[src/rtl/evr_stream_decoder.sv]
// Event-receiver stream decoder: comma alignment, event/distributed-bus decode and heartbeat.
// Time-of-day seconds decoding is built only when EVR_TOD_DECODE_EN is defined.
module evr_stream_decoder #(
  parameter int RXCLK_NOMINAL_FREQUENCY = 125000000,
  parameter int TOD_SECONDS_WIDTH       = 32,
  parameter int HEARTBEAT_TIMEOUT       = 200000000,
  parameter int COMMA_MAX_GAP           = 8,
  parameter int ALIGN_COMMAS            = 4
) (
  input  logic                         evrRxClk,
  input  logic                         evrRxResetN,
  input  logic [15:0]                  evrRxData,
  input  logic [1:0]                   evrRxCharIsK,
  input  logic                         evrRxValid,
  output logic [7:0]                   evrEventTDATA,
  output logic                         evrEventTVALID,
  output logic [7:0]                   evrDistributedBus,
  output logic                         evrPPStoggle,
  output logic [TOD_SECONDS_WIDTH-1:0] evrSeconds,
  output logic                         evrSecondsValid,
  output logic [7:0]                   evrTodErrors,
  output logic                         evrHeartbeatLost,
  output logic                         evrLinkAligned,
  output logic [1:0]                   dbg_state_o
);

  localparam int HB_W  = (HEARTBEAT_TIMEOUT > 2) ? $clog2(HEARTBEAT_TIMEOUT) : 1;
  localparam int GAP_W = (COMMA_MAX_GAP > 0) ? $clog2(COMMA_MAX_GAP + 1) : 1;
  localparam int CNT_W = $clog2(ALIGN_COMMAS + 1);
  localparam logic [HB_W-1:0]  HB_RELOAD = HB_W'(HEARTBEAT_TIMEOUT - 1);
  localparam logic [GAP_W-1:0] GAP_MAX   = GAP_W'(COMMA_MAX_GAP);

  if (TOD_SECONDS_WIDTH < 2 || HEARTBEAT_TIMEOUT < 1 || ALIGN_COMMAS < 1 ||
      COMMA_MAX_GAP < 1 || RXCLK_NOMINAL_FREQUENCY < 1) begin : g_bad_params
    $error("evr_stream_decoder: illegal parameter value");
  end

  typedef enum logic [1:0] {
    ST_HUNT    = 2'd0,
    ST_SYNC    = 2'd1,
    ST_ALIGNED = 2'd2
  } state_e;

  // Reset asserts asynchronously but releases only on a clock edge.
  logic [1:0] rst_sync_q;
  logic       rst_n;

  always_ff @(posedge evrRxClk or negedge evrRxResetN) begin
    if (!evrRxResetN) rst_sync_q <= 2'b00;
    else              rst_sync_q <= {rst_sync_q[0], 1'b1};
  end

  assign rst_n = rst_sync_q[1];

  state_e           state_q, state_d;
  logic [CNT_W-1:0] comma_cnt_q, comma_cnt_d;
  logic [GAP_W-1:0] gap_q, gap_d;
  logic [HB_W-1:0]  hb_cnt_q, hb_cnt_d;
  logic             hb_lost_q, hb_lost_d;
  logic [7:0]       evt_data_q;
  logic             evt_valid_q;
  logic [7:0]       bus_q;

  logic       comma_ok, illegal, gap_ovf, abort, take, evt_hit, hb_hit;
  logic [7:0] code;

  assign code     = evrRxData[7:0];
  assign comma_ok = evrRxValid && (evrRxCharIsK == 2'b01) && (code == 8'hBC);
  assign illegal  = (evrRxCharIsK != 2'b00) && !((evrRxCharIsK == 2'b01) && (code == 8'hBC));
  assign gap_ovf  = !comma_ok && (gap_q >= GAP_MAX);
  assign abort    = !evrRxValid || illegal || gap_ovf;
  // A word is trusted only while aligned and not itself breaking alignment.
  assign take     = (state_q == ST_ALIGNED) && !abort;
  assign evt_hit  = take && !evrRxCharIsK[0] && (code != 8'h00);
  assign hb_hit   = evt_hit && (code == 8'h7A);

  always_comb begin
    state_d     = state_q;
    comma_cnt_d = comma_cnt_q;
    gap_d       = gap_q;
    if (comma_ok)             gap_d = '0;
    else if (gap_q != GAP_MAX) gap_d = gap_q + GAP_W'(1);
    case (state_q)
      ST_HUNT: begin
        if (comma_ok) begin
          state_d     = (ALIGN_COMMAS <= 1) ? ST_ALIGNED : ST_SYNC;
          comma_cnt_d = CNT_W'(1);
        end
      end
      ST_SYNC: begin
        if (abort) begin
          state_d     = ST_HUNT;
          comma_cnt_d = '0;
        end else if (comma_ok) begin
          comma_cnt_d = comma_cnt_q + CNT_W'(1);
          if (comma_cnt_q == CNT_W'(ALIGN_COMMAS - 1)) state_d = ST_ALIGNED;
        end
      end
      ST_ALIGNED: begin
        if (abort) begin
          state_d     = ST_HUNT;
          comma_cnt_d = '0;
        end
      end
      default: begin
        state_d     = ST_HUNT;
        comma_cnt_d = '0;
      end
    endcase
  end

  always_comb begin
    hb_cnt_d  = hb_cnt_q;
    hb_lost_d = hb_lost_q;
    if (hb_hit) begin
      hb_cnt_d  = HB_RELOAD;
      hb_lost_d = 1'b0;
    end else if (hb_cnt_q == '0) begin
      hb_lost_d = 1'b1;
    end else begin
      hb_cnt_d = hb_cnt_q - HB_W'(1);
      if (hb_cnt_q == HB_W'(1)) hb_lost_d = 1'b1;
    end
  end

  always_ff @(posedge evrRxClk or negedge rst_n) begin
    if (!rst_n) begin
      state_q     <= ST_HUNT;
      comma_cnt_q <= '0;
      gap_q       <= '0;
      hb_cnt_q    <= HB_RELOAD;
      hb_lost_q   <= 1'b0;
      evt_data_q  <= 8'h00;
      evt_valid_q <= 1'b0;
      bus_q       <= 8'h00;
    end else begin
      state_q     <= state_d;
      comma_cnt_q <= comma_cnt_d;
      gap_q       <= gap_d;
      hb_cnt_q    <= hb_cnt_d;
      hb_lost_q   <= hb_lost_d;
      evt_valid_q <= evt_hit;
      if (evt_hit) evt_data_q <= code;
      if (take && !evrRxCharIsK[1]) bus_q <= evrRxData[15:8];
    end
  end

`ifdef EVR_TOD_DECODE_EN
  localparam int BIT_W = $clog2(TOD_SECONDS_WIDTH + 2);
  localparam logic [BIT_W-1:0] BIT_FULL = BIT_W'(TOD_SECONDS_WIDTH);
  localparam logic [BIT_W-1:0] BIT_SAT  = BIT_W'(TOD_SECONDS_WIDTH + 1);

  logic [TOD_SECONDS_WIDTH-1:0] tod_shift_q, tod_shift_d;
  logic [TOD_SECONDS_WIDTH-1:0] seconds_q, seconds_d;
  logic [BIT_W-1:0]             bit_cnt_q, bit_cnt_d;
  logic                         sec_valid_q, sec_valid_d;
  logic [7:0]                   tod_err_q, tod_err_d;

  always_comb begin
    tod_shift_d = tod_shift_q;
    seconds_d   = seconds_q;
    bit_cnt_d   = bit_cnt_q;
    sec_valid_d = sec_valid_q;
    tod_err_d   = tod_err_q;
    if (state_q != ST_ALIGNED) begin
      bit_cnt_d = '0;
    end else if (evt_hit) begin
      if (code == 8'h70 || code == 8'h71) begin
        tod_shift_d = {tod_shift_q[TOD_SECONDS_WIDTH-2:0], code[0]};
        if (bit_cnt_q != BIT_SAT) bit_cnt_d = bit_cnt_q + BIT_W'(1);
      end else if (code == 8'h7D) begin
        bit_cnt_d = '0;
        if (bit_cnt_q == BIT_FULL) begin
          seconds_d   = tod_shift_q;
          sec_valid_d = 1'b1;
        end else begin
          sec_valid_d = 1'b0;
          if (tod_err_q != 8'hFF) tod_err_d = tod_err_q + 8'd1;
        end
      end
    end
  end

  always_ff @(posedge evrRxClk or negedge rst_n) begin
    if (!rst_n) begin
      tod_shift_q <= '0;
      seconds_q   <= '0;
      bit_cnt_q   <= '0;
      sec_valid_q <= 1'b0;
      tod_err_q   <= 8'h00;
    end else begin
      tod_shift_q <= tod_shift_d;
      seconds_q   <= seconds_d;
      bit_cnt_q   <= bit_cnt_d;
      sec_valid_q <= sec_valid_d;
      tod_err_q   <= tod_err_d;
    end
  end

  assign evrSeconds      = seconds_q;
  assign evrSecondsValid = sec_valid_q;
  assign evrTodErrors    = tod_err_q;
`else
  assign evrSeconds      = '0;
  assign evrSecondsValid = 1'b0;
  assign evrTodErrors    = 8'h00;
`endif

  assign evrEventTDATA     = evt_data_q;
  assign evrEventTVALID    = evt_valid_q;
  assign evrDistributedBus = bus_q;
  assign evrPPStoggle      = bus_q[3];
  assign evrHeartbeatLost  = hb_lost_q;
  assign evrLinkAligned    = (state_q == ST_ALIGNED);
  assign dbg_state_o       = state_q;

endmodule
[config.mk]
export PLATFORM = sky130hd
export DESIGN_NAME = evr_stream_decoder
export DESIGN_NICKNAME = d
export VERILOG_FILES = /design/src/rtl/evr_stream_decoder.sv
export SDC_FILE = /design/constraint.sdc
export NUM_CORES = 1
export LEC_CHECK = 0
export ABC_AREA = 1
export CAP_MARGIN = 20
export CORE_AREA = 2 2 114 116
export CTS_BUF_LIST = sky130_fd_sc_hd__clkbuf_2
export CTS_CLUSTER_DIAMETER = 200
export DETAILED_ROUTE_END_ITERATION = 6
export DIE_AREA = 0 0 116 118
export GPL_TIMING_DRIVEN = 0
export PLACE_DENSITY = 0.61
export SYNTH_ARGS = -nofsm -noshare
export SYNTH_HDL_FRONTEND = slang
export SYNTH_SLANG_ARGS = --single-unit
export TNS_END_PERCENT = 1
[constraint.sdc]
create_clock -name evrRxClk -period 2.05 [get_ports evrRxClk]
set_input_delay 0.41 -clock evrRxClk [delete_from_list [all_inputs] [get_ports evrRxClk]]
set_output_delay 0.41 -clock evrRxClk [all_outputs]
set_load 0.05 [all_outputs]
==> flow_summary_export.csv <==
group,metric,value,unit
worst_setup_path,r2r_setup_slack,0.25,ns
cts,numCtsBuffers,9,
placement,dpl-instance-area,0.00447,mm^2
worst_setup_path,path_class,"reg -> out",
timing,rsz0062_at_grt,"no",
global_route,grt_pass1_vias,2988,
finish,diodes,0,
timing,fin_crit,1.91,ns
finish,mostFrequentLayoutCells,"nand2_1, nor2_1, inv_1, buf_4, conb_1",
placement,io_buffers,42,
power_and_ir_drop,leakage,0.00248,uW
min_path,hold_path_class,"in -> async",
worst_setup_path,end_kind,"output pin",
routing,wire_per_inst,10.8,um
global_route,gr-total-overflow,0,
placement,hpwl,6500,um
routing,ant_nets,0,
placement,place_congestion,0.907,
floorplanning,initial_core_util,0.295,
worst_setup_path,path_cells,"nor2_4 > buf_2",
yosys,async_reset_ff_frac,1.00,
finish,layout-drive-gt1-share,0.196,
routing,routed_wl,8180,um
routing,num_vias,3161,
cts,numClockSinks,57,
cts,ctsHoldBuffers,0,
cts,cts_setup_buffers,0,
worst_setup_path,path_max_fanout,5,
finish,n_fill_cell,1360,
worst_setup_path,critPathMaxStageDelay,0.47,ns
cts,clk_latency,0.49,ns
worst_setup_path,cpMaxStageDelayCell,"dfrtp_1",
timing,setup-tns-final,0,ns
routing,dr.pass1.iters,4,
timing,final-hold-violation-count,0,
timing,max_freq,523,MHz
cts,clk_pin_slew_worst_paths,0.17,ns
cts,cts_buffer_depth,2,
flow_run,cap_violations,0,
finish,finalNetCount,611,
timing,setup-violations-final,0,
yosys,yosys_warnings,0,
run_status,outcome,"complete, no violations",
global_route,grt_max_degree,30,
routing,drc,0,
timing,finClkSkew,0.0268,ns
yosys,syn-mean-instance-area,7.49,um^2
global_route,grt_first_pass_wirelength,13700,um
yosys,synth_area,0.00366,mm^2
yosys,synth-edff-count,0,
yosys,synth.distinct_cells,36,
timing,worst_slew_pin_slew,0.660,ns
timing,max-slew-margin-rel,0.560,
timing,fin_crit_sh,0.933,
worst_setup_path,crit_arrival,1.50,ns
cts,cts_tree,"built",
worst_setup_path,start_kind,"flip-flop",
floorplanning,die_h,118,um
power_and_ir_drop,power_density,554,mW/mm^2
power_and_ir_drop,ir_worst_vdd,0.000399,V
finish,stdcell_area,0.00452,mm^2
yosys,synthFlopType,"dfrtp_1",
cts,root_buffer,"clkbuf_2",
floorplanning,core,0.0124,mm^2
routing,drt-initial-drc-count,89,
floorplanning,rows,41,
finish,final_common_cell,"nand2_1",
yosys,syn_inst,489,
finish,multi_input_area,0.00177,mm^2
global_route,track_usage,0.125,
yosys,ys_seq_elements,57,
timing,finalMaxSlewViolations,0,
cts,htree_levels,3,
global_route,antenna_found_initial,0,
floorplanning,io_pins,84,
worst_setup_path,crit_required,1.64,ns
routing,via_per_inst,4.16,
floorplanning,dieWidth,116,um
yosys,yosysSeqAreaShare,0.396,
power_and_ir_drop,power,2500,uW
finish,area_growth,23.3,%
floorplanning,die_area,0.0137,mm^2
finish,seqCellArea,0.00145,mm^2
worst_setup_path,reg2reg_depth,8,
stage by stage:
stage                     hold slack, ns  setup slack (ns)  std cells  utilization
after detailed placement           0.331           -0.0687        744        0.360
final                             0.0544             0.137        760        0.364
after global placement             0.336            -0.329        743        0.358
after global routing             0.00215            0.0380        760        0.364
after CTS                         0.0181            0.0905        760        0.364
after floorplan                    0.114             0.254        529            -
worst paths after layout:
check,start,end
max in group asynchronous,rst_sync_q[1]$_DFF_PN0_,hb_cnt_q[22]$_DFFE_PN1P_
min,evrRxResetN,rst_sync_q[1]$_DFF_PN0_
min in group evrRxClk,rst_sync_q[0]$_DFF_PN0_,rst_sync_q[1]$_DFF_PN0_
min reg2reg,rst_sync_q[1]$_DFF_PN0_,dbg_state_o[1]$_DFFE_PN0P_
max,dbg_state_o[0]$_DFFE_PN0P_,evrLinkAligned
max reg2reg,hb_cnt_q[0]$_DFFE_PN1P_,hb_cnt_q[14]$_DFFE_PN1P_
worst max-delay path: cells and delay by family (launching register included):
kind / cells / cell delay (ns)
buffers and inverters: 1 / 0.31
DFF: 1 / 0.47
and+or+nand+nor: 1 / 0.25
repair_timing:
action                                  4_1_cts  5_1_grt
resized for setup                            26        0
endpoints found under the setup margin       22        0
hold endpoints to repair                      0        0
Yosys cell counts (all sizes together), types with 2 or more instances:
cell | n | area [um^2]
o21ai | 20 | 111
nand2 | 134 | 523
buf | 47 | 365
nand4 | 18 | 128
dfrtp | 37 | 926
inv | 58 | 220
ha | 7 | 87.6
xor2 | 5 | 43.8
dfstp | 20 | 526
xnor2 | 7 | 61.3
a21o | 2 | 15.0
nand3 | 33 | 200
nor2 | 91 | 398
conb | 2 | 7.51
area by class of cell:
class | instances | share of cell area
buffer | 47 | 0.0809
clock buffer | 11 | 0.0122
inverter | 59 | 0.0498
timing repair buffer | 43 | 0.0903
tap | 172 | 0.0476
clock inverter | 5 | 0.00526
multi-input combinational | 366 | 0.392
sequential | 57 | 0.322
metal layers:
layer  track usage  wire length [um]  up-vias
met5             0                 0        -
li1              -                 -     1635
met3        0.0237               340       11
met4        0.0513               133        0
met1         0.158              3750     1440
met2         0.208              3960       75
state kept, by name, indices dropped and copies added (netlist names):
name / flops
comma_cnt_q: 3
dbg_state_o: 2
evrDistributedBus: 8
evrEventTDATA: 8
evrEventTVALID: 1
evrHeartbeatLost: 1
gap_q: 4
hb_cnt_q: 28
rst_sync_q: 2
logic make-up (layout without fill, tap and decap cells):
kind of cell,count (synthesis),count (layout),synth area share
DFF,57,57,0.396
AOI/OAI and AO/OA,26,26,0.0423
other,2,42,0.00205
and+or+nand+nor,279,279,0.346
adders and majority gates,7,7,0.0239
xor gates and xnor gates,12,12,0.0287
buffers and inverters,106,165,0.161
power by group:
part           total, uW  switching [uW]  internal, uW
Sequential          1270            75.9          1200
Combinational        649             424           225
Clock                585             429           156
Note: power is estimated with default switching activity, not from simulation.
